==> src/rtl/quad_hbridge_pwm_driver_pkg.sv <==
// Shared motor command codes, channel state encoding and default sizing for the quad H-bridge driver.
// Combinational helpers only; no latency, no backpressure.
package quad_hbridge_pwm_driver_pkg;

  localparam int NUM_MOTORS      = 4;
  localparam int CNT_W_DEF       = 8;
  localparam int DEAD_CYCLES_DEF = 4;

  localparam logic [1:0] SEL_COAST = 2'b00;
  localparam logic [1:0] SEL_FWD   = 2'b01;
  localparam logic [1:0] SEL_REV   = 2'b10;
  localparam logic [1:0] SEL_BRAKE = 2'b11;

  typedef enum logic [2:0] {
    CH_OFF  = 3'd0,
    CH_DEAD = 3'd1,
    CH_FWD  = 3'd2,
    CH_REV  = 3'd3,
    CH_BRK  = 3'd4
  } ch_state_t;

  function automatic ch_state_t sel_to_state(input logic [1:0] sel);
    case (sel)
      SEL_FWD:   return CH_FWD;
      SEL_REV:   return CH_REV;
      SEL_BRAKE: return CH_BRK;
      default:   return CH_OFF;
    endcase
  endfunction

endpackage

==> src/rtl/quad_hbridge_pwm_driver_if.sv <==
// Command/duty inputs and gate outputs of the quad H-bridge driver.
// Pure wiring; no latency, no backpressure.
interface quad_hbridge_pwm_driver_if #(
  parameter int CNT_W = quad_hbridge_pwm_driver_pkg::CNT_W_DEF
);
  localparam int NM = quad_hbridge_pwm_driver_pkg::NUM_MOTORS;

  logic [2*NM-1:0]     sel_protected;
  logic [NM*CNT_W-1:0] duty;
  logic                duty_load;
  logic [NM-1:0]       in1;
  logic [NM-1:0]       in2;
  logic                period_start;

  modport master (
    output sel_protected, duty, duty_load,
    input  in1, in2, period_start
  );

  modport slave (
    input  sel_protected, duty, duty_load,
    output in1, in2, period_start
  );

endinterface

==> src/rtl/quad_hbridge_pwm_driver_channel.sv <==
// One H-bridge channel: mode FSM with dead-time between opposing drive modes, registered gates.
// Gates follow sel two edges after it is sampled (+DEAD_CYCLES when dead time applies); no backpressure.
module hbridge_pwm_channel
  import quad_hbridge_pwm_driver_pkg::*;
#(
  parameter int DEAD_CYCLES = DEAD_CYCLES_DEF
) (
  input  logic       clk,
  input  logic       rst,
  input  logic [1:0] sel,
  input  logic       pwm,
  output logic       in1,
  output logic       in2
);

  localparam int DW = (DEAD_CYCLES > 1) ? $clog2(DEAD_CYCLES) : 1;
  localparam logic [DW-1:0] DEAD_INIT = DW'(DEAD_CYCLES - 1);

  logic [1:0]    sel_q;
  logic [1:0]    target, target_nxt;
  logic [DW-1:0] dead_cnt, dead_nxt;
  ch_state_t     state, state_nxt;
  logic          in1_nxt, in2_nxt;

  always_ff @(posedge clk) begin
    if (rst) begin
      sel_q    <= SEL_COAST;
      state    <= CH_OFF;
      target   <= SEL_COAST;
      dead_cnt <= '0;
      in1      <= 1'b0;
      in2      <= 1'b0;
    end else begin
      sel_q    <= sel;
      state    <= state_nxt;
      target   <= target_nxt;
      dead_cnt <= dead_nxt;
      in1      <= in1_nxt;
      in2      <= in2_nxt;
    end
  end

  always_comb begin
    state_nxt  = state;
    target_nxt = target;
    dead_nxt   = dead_cnt;
    case (state)
      CH_OFF: state_nxt = sel_to_state(sel_q);
      CH_FWD, CH_REV, CH_BRK: begin
        if (sel_q == SEL_COAST) begin
          state_nxt = CH_OFF;
        end else if (sel_to_state(sel_q) != state) begin
          state_nxt  = CH_DEAD;
          target_nxt = sel_q;
          dead_nxt   = DEAD_INIT;
        end
      end
      CH_DEAD: begin
        // A retarget while dead keeps the running count so the gap is never stretched or cut.
        if (sel_q == SEL_COAST) begin
          state_nxt = CH_OFF;
        end else begin
          target_nxt = sel_q;
          if (dead_cnt == '0) state_nxt = sel_to_state(target_nxt);
          else                dead_nxt  = dead_cnt - 1'b1;
        end
      end
      default: state_nxt = CH_OFF;
    endcase
  end

  always_comb begin
    in1_nxt = 1'b0;
    in2_nxt = 1'b0;
    case (state_nxt)
      CH_FWD:  in1_nxt = pwm;
      CH_REV:  in2_nxt = pwm;
      CH_BRK: begin
        in1_nxt = 1'b1;
        in2_nxt = 1'b1;
      end
      default: ;
    endcase
  end

endmodule

==> src/rtl/quad_hbridge_pwm_driver.sv <==
// Quad H-bridge gate driver: shared PWM counter, shadowed per-motor duty, four dead-time channels.
// Gates registered (sel to gate two edges, duty applies at next wrap); no backpressure.
module quad_hbridge_pwm_driver
  import quad_hbridge_pwm_driver_pkg::*;
#(
  parameter int CNT_W       = CNT_W_DEF,
  parameter int DEAD_CYCLES = DEAD_CYCLES_DEF
) (
  input  logic                      clk,
  input  logic                      rst,
  quad_hbridge_pwm_driver_if.slave  bus
);

  localparam logic [CNT_W-1:0] CNT_MAX = CNT_W'(2**CNT_W - 2);

  logic [CNT_W-1:0]      cnt;
  logic                  period_start;
  logic [CNT_W-1:0]      pending [NUM_MOTORS];
  logic [CNT_W-1:0]      active  [NUM_MOTORS];
  logic [NUM_MOTORS-1:0] pwm;
  logic [NUM_MOTORS-1:0] in1_w, in2_w;

  always_ff @(posedge clk) begin
    if (rst) begin
      cnt          <= '0;
      period_start <= 1'b0;
      for (int m = 0; m < NUM_MOTORS; m++) begin
        pending[m] <= '0;
        active[m]  <= '0;
      end
    end else begin
      cnt          <= (cnt == CNT_MAX) ? '0 : cnt + 1'b1;
      period_start <= (cnt == '0);
      // A load on the wrap edge lands in pending only; active picks up the previous pending.
      for (int m = 0; m < NUM_MOTORS; m++) begin
        if (bus.duty_load)   pending[m] <= bus.duty[m*CNT_W +: CNT_W];
        if (cnt == CNT_MAX)  active[m]  <= pending[m];
      end
    end
  end

  for (genvar g = 0; g < NUM_MOTORS; g++) begin : g_ch
    assign pwm[g] = (cnt < active[g]);

    hbridge_pwm_channel #(
      .DEAD_CYCLES (DEAD_CYCLES)
    ) u_ch (
      .clk (clk),
      .rst (rst),
      .sel (bus.sel_protected[2*g +: 2]),
      .pwm (pwm[g]),
      .in1 (in1_w[g]),
      .in2 (in2_w[g])
    );
  end

  assign bus.in1          = in1_w;
  assign bus.in2          = in2_w;
  assign bus.period_start = period_start;

endmodule
==> src/flat_wrapper.sv <==
// flat-port wrapper written by rule: the top's interface ports become plain ports
module quad_hbridge_pwm_driver_flat import quad_hbridge_pwm_driver_pkg::*;
#(
  parameter int CNT_W       = CNT_W_DEF,
  parameter int DEAD_CYCLES = DEAD_CYCLES_DEF
)
  (clk, rst, bus_sel_protected, bus_duty, bus_duty_load, bus_in1, bus_in2, bus_period_start);
  quad_hbridge_pwm_driver_if #(.CNT_W(CNT_W)) bus_i ();
  input  logic clk;
  input  logic rst;
  input wire logic [$bits(bus_i.sel_protected)-1:0] bus_sel_protected;
  input wire logic [$bits(bus_i.duty)-1:0] bus_duty;
  input wire logic [$bits(bus_i.duty_load)-1:0] bus_duty_load;
  output wire logic [$bits(bus_i.in1)-1:0] bus_in1;
  output wire logic [$bits(bus_i.in2)-1:0] bus_in2;
  output wire logic [$bits(bus_i.period_start)-1:0] bus_period_start;
  assign bus_i.sel_protected = bus_sel_protected;
  assign bus_i.duty = bus_duty;
  assign bus_i.duty_load = bus_duty_load;
  assign bus_in1 = bus_i.in1;
  assign bus_in2 = bus_i.in2;
  assign bus_period_start = bus_i.period_start;
  quad_hbridge_pwm_driver #(.CNT_W(CNT_W), .DEAD_CYCLES(DEAD_CYCLES)) u_core (.clk(clk), .rst(rst), .bus(bus_i));
endmodule
==> config.mk <==
export PLATFORM = sky130hd
export DESIGN_NAME = quad_hbridge_pwm_driver_flat
export DESIGN_NICKNAME = d
export VERILOG_FILES = /design/src/rtl/quad_hbridge_pwm_driver_pkg.sv /design/src/rtl/quad_hbridge_pwm_driver_if.sv /design/src/rtl/quad_hbridge_pwm_driver_channel.sv /design/src/rtl/quad_hbridge_pwm_driver.sv /design/src/flat_wrapper.sv
export SDC_FILE = /design/constraint.sdc
export NUM_CORES = 1
export LEC_CHECK = 0
export ABC_AREA = 1
export BUFFER_PORTS_ARGS = -buffer_cell sky130_fd_sc_hd__buf_2
export CAP_MARGIN = 20
export CELL_PAD_IN_SITES_DETAIL_PLACEMENT = 0
export CELL_PAD_IN_SITES_GLOBAL_PLACEMENT = 1
export CORE_ASPECT_RATIO = 1.1
export CORE_MARGIN = 2
export CORE_UTILIZATION = 49
export DETAILED_ROUTE_END_ITERATION = 12
export PLACE_DENSITY_LB_ADDON = 0.1
export RECOVER_POWER = 100
export SETUP_SLACK_MARGIN = 0.02
export SYNTH_ARGS = -nofsm -noshare
export SYNTH_HDL_FRONTEND = slang
export SYNTH_SLANG_ARGS = --single-unit
==> constraint.sdc <==
create_clock -name clk -period 3.9 [get_ports clk]
set_clock_uncertainty 0.05 [all_clocks]
set_input_delay 0.975 -clock clk [delete_from_list [all_inputs] [get_ports clk]]
set_output_delay 0.975 -clock clk [all_outputs]
set_load 0.03 [all_outputs]
== Word level (Yosys, flattened, before mapping) ==
Memory sizes are Yosys's and may differ from the RTL's.
Index checks and enable logic that the tools add are counted.

* Register bits after elaboration: 45
* Bits in writable memories: 64
* Input port bits: 43
* Memories kept: 2

{| class="wikitable"
|+ Memories
! memory !! depth !! width !! read ports !! clocked after memory_dff !! wr ports !! RTL line !! source
|-
| u_core.active || 4 || 8 || 4 || 0 || 4 || quad_hbridge_pwm_driver.sv:19 || <nowiki>logic [CNT_W-1:0] active [NUM_MOTORS];</nowiki>
|-
| u_core.pending || 4 || 8 || 4 || 0 || 4 || quad_hbridge_pwm_driver.sv:18 || <nowiki>logic [CNT_W-1:0] pending [NUM_MOTORS];</nowiki>
|}

* Add/subtract/negate cells: 5
* Magnitude comparators: 4
* Equality and inequality tests: 61
* Muxes and demuxes: 76
* Bitwise logic cells: 8
* Reductions and logical operators: 26

{| class="wikitable"
|+ Operators with widths
! kind !! number
|-
| 3-bit 2-to-1 mux || 24
|-
| 3-bit case mux with 3 select lines || 8
|-
| 8-bit 2-to-1 mux || 8
|-
| 3-bit by 2-bit == test with 1-bit output (second input constant) || 16
|-
| 8-bit less-than comparator || 4
|-
| 2-bit 2-to-1 mux || 16
|-
| 2-bit != test (second input constant) || 16
|-
| 3-bit == test (second input constant) || 8
|-
| 5-bit AND reduction || 4
|-
| 2-bit == test (second input constant) || 8
|-
| 2-bit zero test || 8
|-
| 1-bit case mux with 2 select lines || 8
|-
| 2-bit case mux with 2 select lines || 4
|-
| 3-bit by 1-bit == test with 1-bit output (second input constant) || 4
|-
| 3-bit zero test || 4
|-
| 3-bit != test || 4
|-
| 3-bit OR reduction || 4
|-
| 8-bit by 1-bit adder with 8-bit output (second input constant) || 1
|-
| 2-bit by 1-bit == test with 1-bit output (second input constant) || 4
|-
| 8-bit == test (second input constant) || 1
|-
| 8-bit zero test || 1
|-
| 1-bit 2-to-1 mux || 8
|-
| 1-bit OR || 8
|-
| 2-bit nonzero test || 4
|-
| other kinds (2) || 5
|}

== Longest topological paths before layout ==
* Word-level depth: 10
* Gate-level depth with buffers: 15
* Gate-level depth less buffers: 15

== Modules after synthesis ==
Synthesis repeated with hierarchy kept, for this count alone.

* Cell total of the unflattened synthesis: 756
* Area, all modules: 6158.4 um^2

{| class="wikitable"
|+ By module, submodules not included
! module !! instances !! cells each !! area an instance (um^2)
|-
| quad_hbridge_pwm_driver || 1 || 372 || 3686.0
|-
| hbridge_pwm_channel || 4 || 96 || 618.1
|}

== Worst setup path before layout ==
OpenSTA, ideal clock, no wires.

* Kind: input port to flip-flop
* From: in rst
* To: mem u_core.active[0][0] (netlist name) (enable)
* Data arrival time: 1.820 ns
* Required time: 3.455 ns
* Path slack: 1.635 ns
* Stages: 2
* Cell sequence: inv_1 nand2_1

{| class="wikitable"
|+ RTL lines
! item !! RTL line !! source
|-
| from (decl) || flat_wrapper.sv:10 || <nowiki>input logic rst;</nowiki>
|-
| to (decl) || quad_hbridge_pwm_driver.sv:19 ||
|}

==> metrics.cfg <==
[synth]
synth_common_cells = 174 x inv_1, 105 x nand2_1, 86 x nor2_1
netlist_instances = 689
synth.most_common_cell = inv_1
ys_warn_count = 0
yosysSeqAreaShare_pct = 48.2
synthArstFlopShare_pct = 0
netlist.area_leader.share_pct = 32.8
yosysTopAreaCell = edfxtp_1
synth.distinct_cells = 33
syn-mean-instance-area_um2 = 8.50
syn_nets = 779
synth-edff-count = 64
synth.area.top_cells = edfxtp_1 33%, dfxtp_1 15%, inv_1 11%
synth-seq-cells = 109
netlist_area_mm2 = 0.00586
ys.flop_type = edfxtp_1

[power_and_ir_drop]
p_sw_uw = 614
pwr-share-clk_pct = 34.5
p_total_uw = 2420
seqPwrFrac_pct = 54.0
leakage_uw = 0.00307
ir_worst_vdd_uv = 216
pwr_density_cell_mw_per_mm2 = 379
internal_power_uw = 1810
p_comb_share_pct = 11.6
p_sw_share_pct = 25.4

[grt]
gr-total-overflow = 0
grt_max_degree = 37
grt_pass1_wl_um = 17300
grt_antenna_before_repair = 0
grt_use_total_pct = 16.8
grt_pass1_vias = 4033

[timing]
relSlewSlack_pct = 14.5
drv_slew = 0
tns_ns = 0
min_period_over_period_pct = 68.2
fin_crit_ns = 2.66
max_freq_mhz = 376
whs_ns = 0.409
finalHoldViolCount = 0
grt_setup_unrepaired = false
tightest_slew_ns = 1.28
finalSetupViolCount = 0

[routing]
drt_iter0_drc = 158
vias_per_cell = 4.61
firstDrtPassIters = 6
vias = 4102
wire_per_inst_um = 10.8
drt-total-wl_um = 9620
final_antenna_net_count = 0
drc = 0

[placed_design]
placed_area_mm2 = 0.00618
gp_congestion = 0.829
dp_cells = 874
dpl.hpwl_um = 7180
portBuffers = 51

[run]
drv_cap = 0

[min_path]
worstHoldStart = u_core.g_ch[0].u_ch.dead_cnt[0]$_SDFFE_PP0P_
hold_depth = 1
hp-class = flop to flop
holdPathEnd = u_core.g_ch[0].u_ch.dead_cnt[0]$_SDFFE_PP0P_

[cts]
cts_resized = 0
path_clk_slew_ns = 0.07
postCtsSetupRepairBufs = 0
htreeDepth = 3
cts.path.max_buffers = 2
clock-sinks = 109
cts_tree = done
hold_buffers = 0
insertion_delay_ns = 0.34
cts_root_buf = clkbuf_16
cts_made_buffers = 9

[worst_setup_path]
worstRegToRegCells = 6
crit_arrival_ns = 2.78
worstPathMaxFanout = 32
reg2reg_from = u_core.cnt[4]$_SDFF_PP0_
reg2reg_to = u_core.active[0][12]$_SDFFCE_PN0P_
r2r_setup_slack_ns = 1.24
cp_top_family = simple AND/OR/NAND/NOR gates
critPathLaunchType = flop
cpMaxStageDelayCell = clkbuf_2
max_stage_delay_ns = 0.59
worstSetupPathType = flop to flop
critical_path.cell_chain = inv_1 -> nor4_1 -> nand4_1 -> or2_2 -> clkbuf_2 -> nor2_1
worstPathRequired_ns = 4.02
crit_buf_inv = 2
end_kind = flop

[floorplan]
die_w_um = 108
io_pins = 52
die_h_um = 119
core_area_mm2 = 0.0115
initial_core_util_pct = 50.7
rows = 41
fp.dieArea_mm2 = 0.0128

[run_status]
status = completed

[layout]
fin_nets = 825
syn2layout_area_growth_pct = 9.23
layout-drive-gt1-share_pct = 11.1
antennaDiodeCount = 0
instances_no_fill = 890
final_area_mm2 = 0.00640

layer usage:
metal	part of all wire, %	track usage (%)	vias up
li1	-	-	2213
met4	1.9	6.09	0
met2	51	30.1	58
met1	44	19.2	1819
met3	3.1	4.19	12
met5	0	0	-
sequential cells by signal, summed over array words and instances, names as in the netlist:
| name | count |
|---|---|
| u_core.g_ch.u_ch.state | 12 |
| u_core.g_ch.u_ch.dead_cnt | 8 |
| u_core.bus.period_start | 1 |
| u_core.g_ch.u_ch.in2 | 4 |
| u_core.pending | 32 |
| u_core.cnt | 8 |
| u_core.active | 32 |
| u_core.g_ch.u_ch.sel_q | 8 |
| u_core.g_ch.u_ch.in1 | 4 |
stage by stage:
stage | utilization (%) | worst slack (ns)
after floorplan | - | 1.64
after global placement | 53.6 | 1.42
after detailed placement | 53.6 | 1.38
after CTS | 55.9 | 1.75
after global routing | 55.4 | 0.966
final | 55.4 | 1.24
cells by family (layout without fill, tap and decap cells):
kind of cell	after synthesis	count (layout)	share of synthesized area, %
and+or+nand+nor	256	256	20.0
buffers and inverters	195	246	13.7
DFF	109	109	48.2
AOI/OAI and AO/OA	74	74	6.84
adders and majority gates	47	47	10.0
xor gates and xnor gates	8	8	1.20
how the worst max path moves through the flow:
stage                                  start  depth (start not counted)                                  end  slack, ns
global route        u_core.cnt[2]$_SDFF_PP0_                          6   u_core.active[0][12]$_SDFFCE_PN0P_       0.97
detailed placement                       rst                          3   u_core.pending[0][4]$_SDFFCE_PN0P_       1.38
finish              u_core.cnt[4]$_SDFF_PP0_                          6   u_core.active[0][12]$_SDFFCE_PN0P_       1.24
floorplan                                rst                          2    u_core.active[0][0]$_SDFFCE_PN0P_       1.64
CTS                                      rst                          3  u_core.pending[0][20]$_SDFFCE_PN0P_       1.75
global placement                         rst                          5   u_core.active[0][11]$_SDFFCE_PN0P_       1.42
cell usage in the layout (no fill, tap or decap):
cell / netlist / routed
inv_2: 1 / 1
clkbuf_2: 0 / 1
nor2_2: 20 / 10
and2_1: 2 / 1
inv_1: 174 / 174
clkinv_1: 0 / 2
nor2_4: 10 / 10
xor2_1: 4 / 4
nor2_1: 86 / 96
clkbuf_1: 7 / 11
dfxtp_1: 45 / 45
edfxtp_1: 64 / 64
ha_1: 47 / 47
clkinv_4: 0 / 2
nand2_1: 105 / 105
or2_2: 2 / 3
o21ai_0: 20 / 20
o21ai_1: 1 / 1
o21a_1: 4 / 4
buf_4: 8 / 2
clkinvlp_4: 0 / 2
nand3_1: 11 / 11
nor3_1: 2 / 2
nor3b_1: 1 / 1
o2111ai_1: 1 / 1
and2_0: 0 / 1
nand4_1: 15 / 15
nor4_1: 0 / 1
a21o_1: 1 / 1
a31oi_1: 6 / 6
buf_2: 0 / 42
a21oi_1: 39 / 39
clkbuf_16: 0 / 9
o211ai_1: 1 / 1
a41oi_1: 1 / 1
xnor2_1: 4 / 4
power by group through the flow:
| stage | combinational [uW] | sequential, uW | clock (uW) |
|---|---|---|---|
| 3_5_place_dp | 286 | 1330 | 0 |
| 5_1_grt | 329 | 1310 | 913 |
| 2_1_floorplan | 218 | 1330 | 0 |
| 6_report | 281 | 1310 | 835 |
| 3_3_place_gp | 279 | 1330 | 0 |
| 4_1_cts | 288 | 1310 | 864 |
layout make-up:
class	instances	area (um2)
fillers	1086	5150
multi-input cells	385	2190
clock buffers	10	229
clock inverters	6	40.0
inverters	175	657
well taps	150	188
repair buffers	55	268
flip-flops and latches	109	2820
(Power assumes the default switching activity.)
